`src/rtl/mem_bus_interface_pkg.sv`:
```
// Shared types and defaults for the memory-access unit (MAR/MDR + request/ack handshake).
package mem_if_pkg;

    localparam int DEFAULT_DATA_W  = 32;
    localparam int DEFAULT_ADDR_W  = 9;
    localparam int DEFAULT_TIMEOUT = 15;

    typedef enum logic [1:0] {
        ST_IDLE   = 2'd0,
        ST_ACCESS = 2'd1,
        ST_FINISH = 2'd2
    } state_t;

    // Width needed to count 0..timeout inclusive.
    function automatic int cnt_width(input int timeout);
        return (timeout < 1) ? 1 : $clog2(timeout + 1);
    endfunction

endpackage

```
`src/rtl/mem_bus_interface_if.sv`:
```
// Bus-side and memory-side signals of the memory-access unit, grouped as one interface.
interface mem_bus_if
    import mem_if_pkg::*;
#(
    parameter int DATA_W = DEFAULT_DATA_W,
    parameter int ADDR_W = DEFAULT_ADDR_W
);
    logic [DATA_W-1:0] bus_in;
    logic              mar_in;
    logic              mdr_in;
    logic              read;
    logic              write;
    logic [DATA_W-1:0] mdr_out;
    logic              busy;
    logic              done;
    logic              err;
    logic              mem_req;
    logic              mem_we;
    logic [ADDR_W-1:0] mem_addr;
    logic [DATA_W-1:0] mem_wdata;
    logic              mem_ack;
    logic [DATA_W-1:0] mem_rdata;

    modport slave (
        input  bus_in, mar_in, mdr_in, read, write, mem_ack, mem_rdata,
        output mdr_out, busy, done, err, mem_req, mem_we, mem_addr, mem_wdata
    );

    modport master (
        output bus_in, mar_in, mdr_in, read, write, mem_ack, mem_rdata,
        input  mdr_out, busy, done, err, mem_req, mem_we, mem_addr, mem_wdata
    );
endinterface

```
`src/rtl/mem_bus_interface_timeout_counter.sv`:
```
// Wait-state counter for one memory access; flags the last permitted cycle before abort.
module mem_timeout_counter
    import mem_if_pkg::*;
#(
    parameter int TIMEOUT = DEFAULT_TIMEOUT,
    parameter int CNT_W   = cnt_width(TIMEOUT)
) (
    input  logic clock,
    input  logic clear,
    input  logic i_restart,
    input  logic i_enable,
    output logic o_expired
);
    logic [CNT_W-1:0] r_count;

    // NOTE: sequential state uses non-blocking (<=) so every flop samples pre-edge values.
    always_ff @(posedge clock or negedge clear) begin
        if (!clear) begin
            r_count <= '0;
        end else if (i_restart) begin
            r_count <= '0;
        end else if (i_enable) begin
            r_count <= r_count + CNT_W'(1);
        end
    end

    assign o_expired = (r_count == CNT_W'(TIMEOUT - 1));
endmodule

```
`src/rtl/mem_bus_interface.sv`:
```
// MAR/MDR front end with a request/acknowledge handshake to variable-latency memory,
// including timeout, address range check and done/err reporting.
module mem_bus_interface
    import mem_if_pkg::*;
#(
    parameter int DATA_W      = DEFAULT_DATA_W,
    parameter int ADDR_W      = DEFAULT_ADDR_W,
    parameter int TIMEOUT     = DEFAULT_TIMEOUT,
    parameter bit STRICT_ADDR = 1'b1
) (
    input  logic     clock,
    input  logic     clear,
    mem_bus_if.slave bus
);
    state_t            r_state;
    state_t            w_next;
    logic [DATA_W-1:0] r_mar;
    logic [DATA_W-1:0] r_mdr;
    logic [DATA_W-1:0] r_wdata;
    logic [ADDR_W-1:0] r_mem_addr;
    logic              r_mem_req;
    logic              r_mem_we;
    logic              r_err;

    logic w_in_idle;
    logic w_in_access;
    logic w_start;
    logic w_collide;
    logic w_range_err;
    logic w_issue;
    logic w_reject;
    logic w_ack;
    logic w_abort;
    logic w_expired;

    assign w_in_idle   = (r_state == ST_IDLE);
    assign w_in_access = (r_state == ST_ACCESS);
    assign w_start     = bus.read ^ bus.write;
    assign w_collide   = bus.read & bus.write;
    assign w_range_err = STRICT_ADDR && ((r_mar >> ADDR_W) != '0);
    assign w_issue     = w_in_idle && w_start && !w_range_err;
    assign w_reject    = w_in_idle && (w_collide || (w_start && w_range_err));
    assign w_ack       = w_in_access && bus.mem_ack;
    assign w_abort     = w_in_access && !bus.mem_ack && w_expired;

    mem_timeout_counter #(
        .TIMEOUT (TIMEOUT)
    ) u_timeout (
        .clock     (clock),
        .clear     (clear),
        .i_restart (w_issue),
        .i_enable  (w_in_access && !bus.mem_ack),
        .o_expired (w_expired)
    );

    always_ff @(posedge clock or negedge clear) begin
        if (!clear) begin
            r_state <= ST_IDLE;
        end else begin
            r_state <= w_next;
        end
    end

    // NOTE: defaulting w_next before the case keeps every path assigned, so no latch is inferred.
    always_comb begin
        w_next = r_state;
        unique case (r_state)
            ST_IDLE: begin
                if (w_reject) begin
                    w_next = ST_FINISH;
                end else if (w_issue) begin
                    w_next = ST_ACCESS;
                end
            end
            ST_ACCESS: begin
                if (w_ack || w_abort) begin
                    w_next = ST_FINISH;
                end
            end
            ST_FINISH: w_next = ST_IDLE;
            default:   w_next = ST_IDLE;
        endcase
    end

    always_comb begin
        bus.busy = w_in_access;
        bus.done = (r_state == ST_FINISH);
    end

    // NOTE: MAR/MDR are ordinary registers, not a RAM array, so they take the async reset too.
    always_ff @(posedge clock or negedge clear) begin
        if (!clear) begin
            r_mar      <= '0;
            r_mdr      <= '0;
            r_wdata    <= '0;
            r_mem_addr <= '0;
            r_mem_req  <= 1'b0;
            r_mem_we   <= 1'b0;
            r_err      <= 1'b0;
        end else begin
            if (!w_in_access && bus.mar_in) begin
                r_mar <= bus.bus_in;
            end

            if (w_ack && !r_mem_we) begin
                r_mdr <= bus.mem_rdata;
            end else if (!w_in_access && bus.mdr_in) begin
                r_mdr <= bus.bus_in;
            end

            // Address and write data come from the pre-edge MAR/MDR, so a same-cycle load cannot race the start.
            if (w_issue) begin
                r_mem_addr <= r_mar[ADDR_W-1:0];
                r_mem_we   <= bus.write;
                r_wdata    <= r_mdr;
            end

            if (w_issue) begin
                r_mem_req <= 1'b1;
            end else if (w_ack || w_abort) begin
                r_mem_req <= 1'b0;
            end

            if (w_issue || w_ack) begin
                r_err <= 1'b0;
            end else if (w_reject || w_abort) begin
                r_err <= 1'b1;
            end
        end
    end

    assign bus.mdr_out   = r_mdr;
    assign bus.err       = r_err;
    assign bus.mem_req   = r_mem_req;
    assign bus.mem_we    = r_mem_we;
    assign bus.mem_addr  = r_mem_addr;
    assign bus.mem_wdata = r_wdata;
endmodule

```
`src/flat_wrapper.sv`:
```
// flat-port wrapper written by rule: the top's interface ports become plain ports
module mem_bus_interface_flat import mem_if_pkg::*;
#(
    parameter int DATA_W      = DEFAULT_DATA_W,
    parameter int ADDR_W      = DEFAULT_ADDR_W,
    parameter int TIMEOUT     = DEFAULT_TIMEOUT,
    parameter bit STRICT_ADDR = 1'b1
)
  (clock, clear, bus_bus_in, bus_mar_in, bus_mdr_in, bus_read, bus_write, bus_mem_ack, bus_mem_rdata, bus_mdr_out, bus_busy, bus_done, bus_err, bus_mem_req, bus_mem_we, bus_mem_addr, bus_mem_wdata);
  mem_bus_if #(.DATA_W(DATA_W), .ADDR_W(ADDR_W)) bus_i ();
  input  logic clock;
  input  logic clear;
  input wire logic [$bits(bus_i.bus_in)-1:0] bus_bus_in;
  input wire logic [$bits(bus_i.mar_in)-1:0] bus_mar_in;
  input wire logic [$bits(bus_i.mdr_in)-1:0] bus_mdr_in;
  input wire logic [$bits(bus_i.read)-1:0] bus_read;
  input wire logic [$bits(bus_i.write)-1:0] bus_write;
  input wire logic [$bits(bus_i.mem_ack)-1:0] bus_mem_ack;
  input wire logic [$bits(bus_i.mem_rdata)-1:0] bus_mem_rdata;
  output wire logic [$bits(bus_i.mdr_out)-1:0] bus_mdr_out;
  output wire logic [$bits(bus_i.busy)-1:0] bus_busy;
  output wire logic [$bits(bus_i.done)-1:0] bus_done;
  output wire logic [$bits(bus_i.err)-1:0] bus_err;
  output wire logic [$bits(bus_i.mem_req)-1:0] bus_mem_req;
  output wire logic [$bits(bus_i.mem_we)-1:0] bus_mem_we;
  output wire logic [$bits(bus_i.mem_addr)-1:0] bus_mem_addr;
  output wire logic [$bits(bus_i.mem_wdata)-1:0] bus_mem_wdata;
  assign bus_i.bus_in = bus_bus_in;
  assign bus_i.mar_in = bus_mar_in;
  assign bus_i.mdr_in = bus_mdr_in;
  assign bus_i.read = bus_read;
  assign bus_i.write = bus_write;
  assign bus_i.mem_ack = bus_mem_ack;
  assign bus_i.mem_rdata = bus_mem_rdata;
  assign bus_mdr_out = bus_i.mdr_out;
  assign bus_busy = bus_i.busy;
  assign bus_done = bus_i.done;
  assign bus_err = bus_i.err;
  assign bus_mem_req = bus_i.mem_req;
  assign bus_mem_we = bus_i.mem_we;
  assign bus_mem_addr = bus_i.mem_addr;
  assign bus_mem_wdata = bus_i.mem_wdata;
  mem_bus_interface #(.DATA_W(DATA_W), .ADDR_W(ADDR_W), .TIMEOUT(TIMEOUT), .STRICT_ADDR(STRICT_ADDR)) u_core (.clock(clock), .clear(clear), .bus(bus_i));
endmodule
```
`config.mk`:
```
export PLATFORM = sky130hd
export DESIGN_NAME = mem_bus_interface_flat
export DESIGN_NICKNAME = d
export VERILOG_FILES = /design/src/rtl/mem_bus_interface_pkg.sv /design/src/rtl/mem_bus_interface_if.sv /design/src/rtl/mem_bus_interface_timeout_counter.sv /design/src/rtl/mem_bus_interface.sv /design/src/flat_wrapper.sv
export SDC_FILE = /design/constraint.sdc
export NUM_CORES = 1
export LEC_CHECK = 0
export ABC_AREA = 1
export CORE_MARGIN = 2
export CORE_UTILIZATION = 46
export DETAILED_ROUTE_END_ITERATION = 8
export PLACE_DENSITY = 0.79
export SLEW_MARGIN = 5
export SYNTH_ARGS = -nofsm -noshare
export SYNTH_HDL_FRONTEND = slang
export SYNTH_SLANG_ARGS = --single-unit
```
`constraint.sdc`:
```
create_clock -name clock -period 1.97 [get_ports clock]
set_clock_uncertainty 0.2 [all_clocks]
set_input_delay 0.2955 -clock clock [delete_from_list [all_inputs] [get_ports clock]]
set_output_delay 0.2955 -clock clock [all_outputs]
set_load 0.005 [all_outputs]
```
# Word level (Yosys, flattened, before mapping)
# Index checks and enable logic that the tools add are counted.
# Widths: inputs -> output; s select.
# word_totals
register_bits,114
input_bits,71
out_inout_bits,78
word_cells,54
# op_classes
n_addsub,1
eq_ne,5
muxes,12
bitwise_logic,2
n_reduce_logical,25
# ops
op,n
$mux 32,2
$reduce_bool 32->1,1
$logic_and 1x1->1,10
$mux 4,2
$reduce_bool 2->1,4
$mux 2,3
$add 4x1->4 const B,1
$eq 4x4->1 const B,1
$logic_not 1->1,4
$logic_or 1x1->1,4
$mux 1,4
$pmux 2 s2,1
$ne 3x3->1 const B,1
$eq 2x1->1 const B,1
$eq 2x2->1 const B,1
$logic_not 2->1,1
$ne 2x2->1 const B,1
$reduce_and 2->1,1
$and 1x1->1,1
$xor 1x1->1,1

# Longest topological paths before layout
# logic_depth
ltp_word,7
mapped_depth,10
depth_no_buf,9

# Hierarchy
# A second synthesis with hierarchy kept.
# unflattened
hier_cells,504
area_unflattened_um2,4754.6
# by_module_without_submodules
mod,n_inst,cells_per_inst,area_each_um2,seq_area_each_um2
mem_bus_interface,1,479,4529.3,2752.6
mem_timeout_counter,1,25,225.2,100.1

# Worst setup path after synthesis
# OpenSTA, ideal clock, no wires.
# synth_timing
path_type,input to register
start,input bus_write
end,"register u_core.r_wdata[25], in the netlist u_core.bus.mem_wdata[25]"
setup_ns,0.121
arrival_ns,1.190
required_time_ns,1.649
path_slack_ns,0.459
cell_stages,8
path_buffers,2
path_cell_list,ha_1 -> inv_1 -> nor2_2 -> nand2_4 -> buf_6 -> buf_6 -> nand2_1 -> o21ai_1
# synth_between
elab_chain_len,3
# synth_rtl
item,line,rtl
start: declaration,flat_wrapper.sv:17,input wire logic [$bits(bus_i.write)-1:0] bus_write;
$xor 1x1->1,mem_bus_interface.sv:38,assign w_start = bus.read ^ bus.write;
$logic_and 1x1->1 (2 in series),mem_bus_interface.sv:41,assign w_issue = w_in_idle && w_start && !w_range_err;
end signal: assignment,mem_bus_interface.sv:115,r_wdata <= r_mdr;
end: declaration,mem_bus_interface.sv:19,logic [DATA_W-1:0] r_wdata;
# Every way passes these cells.
# A chain may end at the register's enable or synchronous reset.

# Worst setup path after layout
# layout_timing
start,register u_core.r_state[0]
end,output bus_busy
# layout_between
elab_chain_len,1
# layout_rtl
item,line,rtl
start: declaration,mem_bus_interface.sv:15,state_t r_state;
start signal: assignment,mem_bus_interface.sv:60,r_state <= w_next;
$eq 2x1->1,mem_bus_interface.sv:37,assign w_in_access = (r_state == ST_ACCESS);
end: declaration,flat_wrapper.sv:21,output wire logic [$bits(bus_i.busy)-1:0] bus_busy;
# Every way passes these cells.

==> impl_metrics.csv <==
group,metric,value,unit
run_status,outcome,"completed",
timing,fin_crit,1.90,ns
detailed_routing,num_vias,4009,
die,rows,36,
detailed_routing,dr.first_iter.drc_count,194,
cells_and_area,nFillCells,697,
logic_synthesis,yosysSeqAreaShare,60.7,%
logic_synthesis,synth_fp_nets,575,
placed_design,gp_congestion,0.782,
die,die_y,105,um
detailed_routing,antenna_left,0,
global_routing,grt.busiest_layer,"met2",
power,switching_share,28.4,%
cells_and_area,drive_above_1_share,9.60,%
critical_path,cp-start-kind,"register",
clocking,cts_tree,"yes",
timing,slew_viol_final,0,
power,peakVddDrop,672,uV
placed_design,post-place-cells,771,
cells_and_area,layout.cells.non_filler,810,
critical_path,path_class,"register to output port",
clocking,cts_buffers,17,
logic_synthesis,ys_ff_latch,114,
critical_path,crit_chain,"buf_4 > nand2_4 > inv_2 > dlygate4sd2_1",
critical_path,max_stage_delay,0.38,ns
detailed_routing,wirelength,12300,um
global_routing,grt_pass1_vias,4237,
logic_synthesis,synth_cell_types,22,
timing,worst_pin_slew,0.383,ns
timing,fmax,0.525,GHz
global_routing,grt_max_degree,65,
die,io_pins,149,
power,p_leak,3.35,nW
power,comb_power_share,26.1,%
cells_and_area,antenna_cells,0,
critical_path,cp_slowest_cell,"dfrtp_1",
logic_synthesis,yosys.area.top_type,"dfrtp_1",
detailed_routing,via_per_inst,4.95,
critical_path,worst_ep_required_time,1.47,ns
critical_path,end_kind,"output port",
die,die_area,11000,sq um
detailed_routing,drc,0,
timing,finalSetupTns,0,ns
global_routing,use_met3,5.86,%
clocking,clk_pin_slew,0.06,ns
power,p_seq_share,36.9,%
timing,setup-violations-final,0,
timing,period_share,96.6,%
logic_synthesis,yosysWarningCount,0,
critical_path,arrival,1.41,ns
die,start_util,47.6,%
logic_synthesis,netlist_area,4700,sq um
power,p_sw,0.00251,W
power,p_int,0.00631,W
global_routing,use_met1,27.9,%
clocking,clk_latency,0.49,ns
run,drv_cap,0,
timing,holdWs,0.0718,ns
timing,finalHoldViolations,0,
clocking,cts_buffer_depth,2,
critical_path,cp_max_fo,4,
cells_and_area,final_cell_mix,"nand2_1, clkdlybuf4s50_1, dfrtp_1",
global_routing,antenna_found_initial,0,
global_routing,grt.met2_usage,40.3,%
logic_synthesis,yosysTopAreaCellShare,60.7,%
timing,rsz0062_at_grt,"false",
worst_hold_path,holdCritPathClass,"input port to asynchronous set/reset pin",
clocking,cts_root_buf,"clkbuf_8",
global_routing,grt_usage,23.1,%
logic_synthesis,synth_cells,501,
power,power.total,0.00882,W
die,core_area,9860,sq um
cells_and_area,nets,738,
power,pwr_density_cell,1250,nW/um^2
global_routing,grt_pass1_wl,20100,um
placed_design,port_buffers,148,
die,die_w,105,um
clocking,clock-sinks,114,
detailed_routing,dr.pass1.iters,4,
placed_design,place_hpwl,8490,um
cells_and_area,area_delta_synth_final,50.7,%
timing,slew_headroom,74.5,%
global_routing,overflow,0,
detailed_routing,routedWlPerCell,15.2,um
power,pwr-share-clk,37.1,%
logic_synthesis,yosys-top-cells-area,"dfrtp_1, nand2_1, o221ai_1",
clocking,h-tree-depth,4,
logic_synthesis,avgSynthCellArea,9.38,sq um
==> layer usage <==
metal / up-vias / share of wire (%)
li1: 1937 / -
met1: 1915 / 41
met2: 140 / 52
met3: 17 / 5.7
met4: 0 / 1.4
met5: - / 0
==> cell usage after synthesis <==
library cell	n
o21ai_0	37
o21ai_1	26
nand4_1	2
nor2_2	3
inv_1	73
nand2_1	146
o21ai_2	4
buf_4	1
o221ai_1	32
nor2_1	18
nor3_1	1
xor2_1	2
nand2_4	2
or2_0	1
clkbuf_1	6
dfrtp_1	114
a21oi_1	2
buf_6	5
nand3_1	6
ha_1	3
inv_2	5
buf_2	12
==> cells by family after synthesis <==
| kind of cell | count (synthesis) | synth area share (%) |
|---|---|---|
| xor gates and xnor gates | 2 | 0.373 |
| and+or+nand+nor | 179 | 15.1 |
| AOI/OAI and AO/OA | 101 | 13.6 |
| adders and majority gates | 3 | 0.799 |
| buffers and inverters | 102 | 9.35 |
| DFF | 114 | 60.7 |
==> registers in the layout, summed over array words and instances (netlist names) <==
name                      flops
u_core.bus.mem_req            1
u_core.bus.err                1
u_core.bus.mem_addr           9
u_core.u_timeout.r_count      4
u_core.r_state                2
u_core.bus.mem_we             1
u_core.bus.mem_wdata         32
u_core.r_mar                 32
u_core.bus.mdr_out           32
==> layout make-up <==
| cell class | count | area, sq um | area share [%] |
|---|---|---|---|
| Tap cell | 133 | 166 | 2.35 |
| Clock inverter | 12 | 206 | 2.92 |
| Clock buffer | 20 | 435 | 6.15 |
| Multi-Input combinational cell | 285 | 1410 | 19.9 |
| Sequential cell | 114 | 2850 | 40.3 |
| Timing Repair Buffer | 168 | 1720 | 24.2 |
| Inverter | 78 | 293 | 4.14 |
==> power groups by stage <==
stage          Clock (W)  Combinational (W)  Sequential [W]
2_1_floorplan          0           0.000992         0.00325
3_3_place_gp           0            0.00212         0.00325
3_5_place_dp           0            0.00220         0.00329
4_1_cts          0.00330            0.00228         0.00325
5_1_grt          0.00343            0.00255         0.00332
6_report         0.00327            0.00230         0.00325
==> metrics by stage <==
step           utilization (%)  setup WS, ns  instance area [sq um]
2_1_floorplan                -         0.459                   4700
3_3_place_gp              64.7       -0.0130                   6380
3_5_place_dp              64.7       -0.0275                   6380
4_1_cts                   71.5       0.00369                   7050
5_1_grt                   71.8        0.0111                   7080
6_report                  71.8        0.0665                   7080
==> path summary, 6_finish.rpt <==
path / startpoint / to / slack [ns] / cells past startpoint
max: u_core.r_state[0] / bus_busy / 0.07 / 4
min in group clock: bus_bus_in[19] / u_core.r_mar[19] / 0.19 / 3
max in group asynchronous: clear / u_core.bus.mem_wdata[21] / 0.89 / 3
min: clear / u_core.bus.mem_wdata[29] / 0.07 / 2
min reg2reg: u_core.r_mar[1] / u_core.bus.mem_addr[1] / 0.26 / 2
max reg2reg: u_core.r_mar[10] / u_core.bus.mem_wdata[11] / 0.20 / 9
==> repair_timing <==
| item | in CTS | in global routing |
|---|---|---|
| endpoints found under the setup margin | 2 | 1 |
| gates cloned | 0 | 0 |
| resized for setup | 2 | 0 |
| pin swaps | 1 | 1 |
| setup buffers | 2 | 4 |
| hold endpoints to repair | 114 | 0 |
| hold buffers | 1 | 0 |
==> critical path, delay by kind of cell, from the launching register on <==
kind	cells	cell delay, ns
buffers and inverters	3	0.46
DFF	1	0.38
and+or+nand+nor	1	0.08
Note: power is estimated with default switching activity, not from simulation.
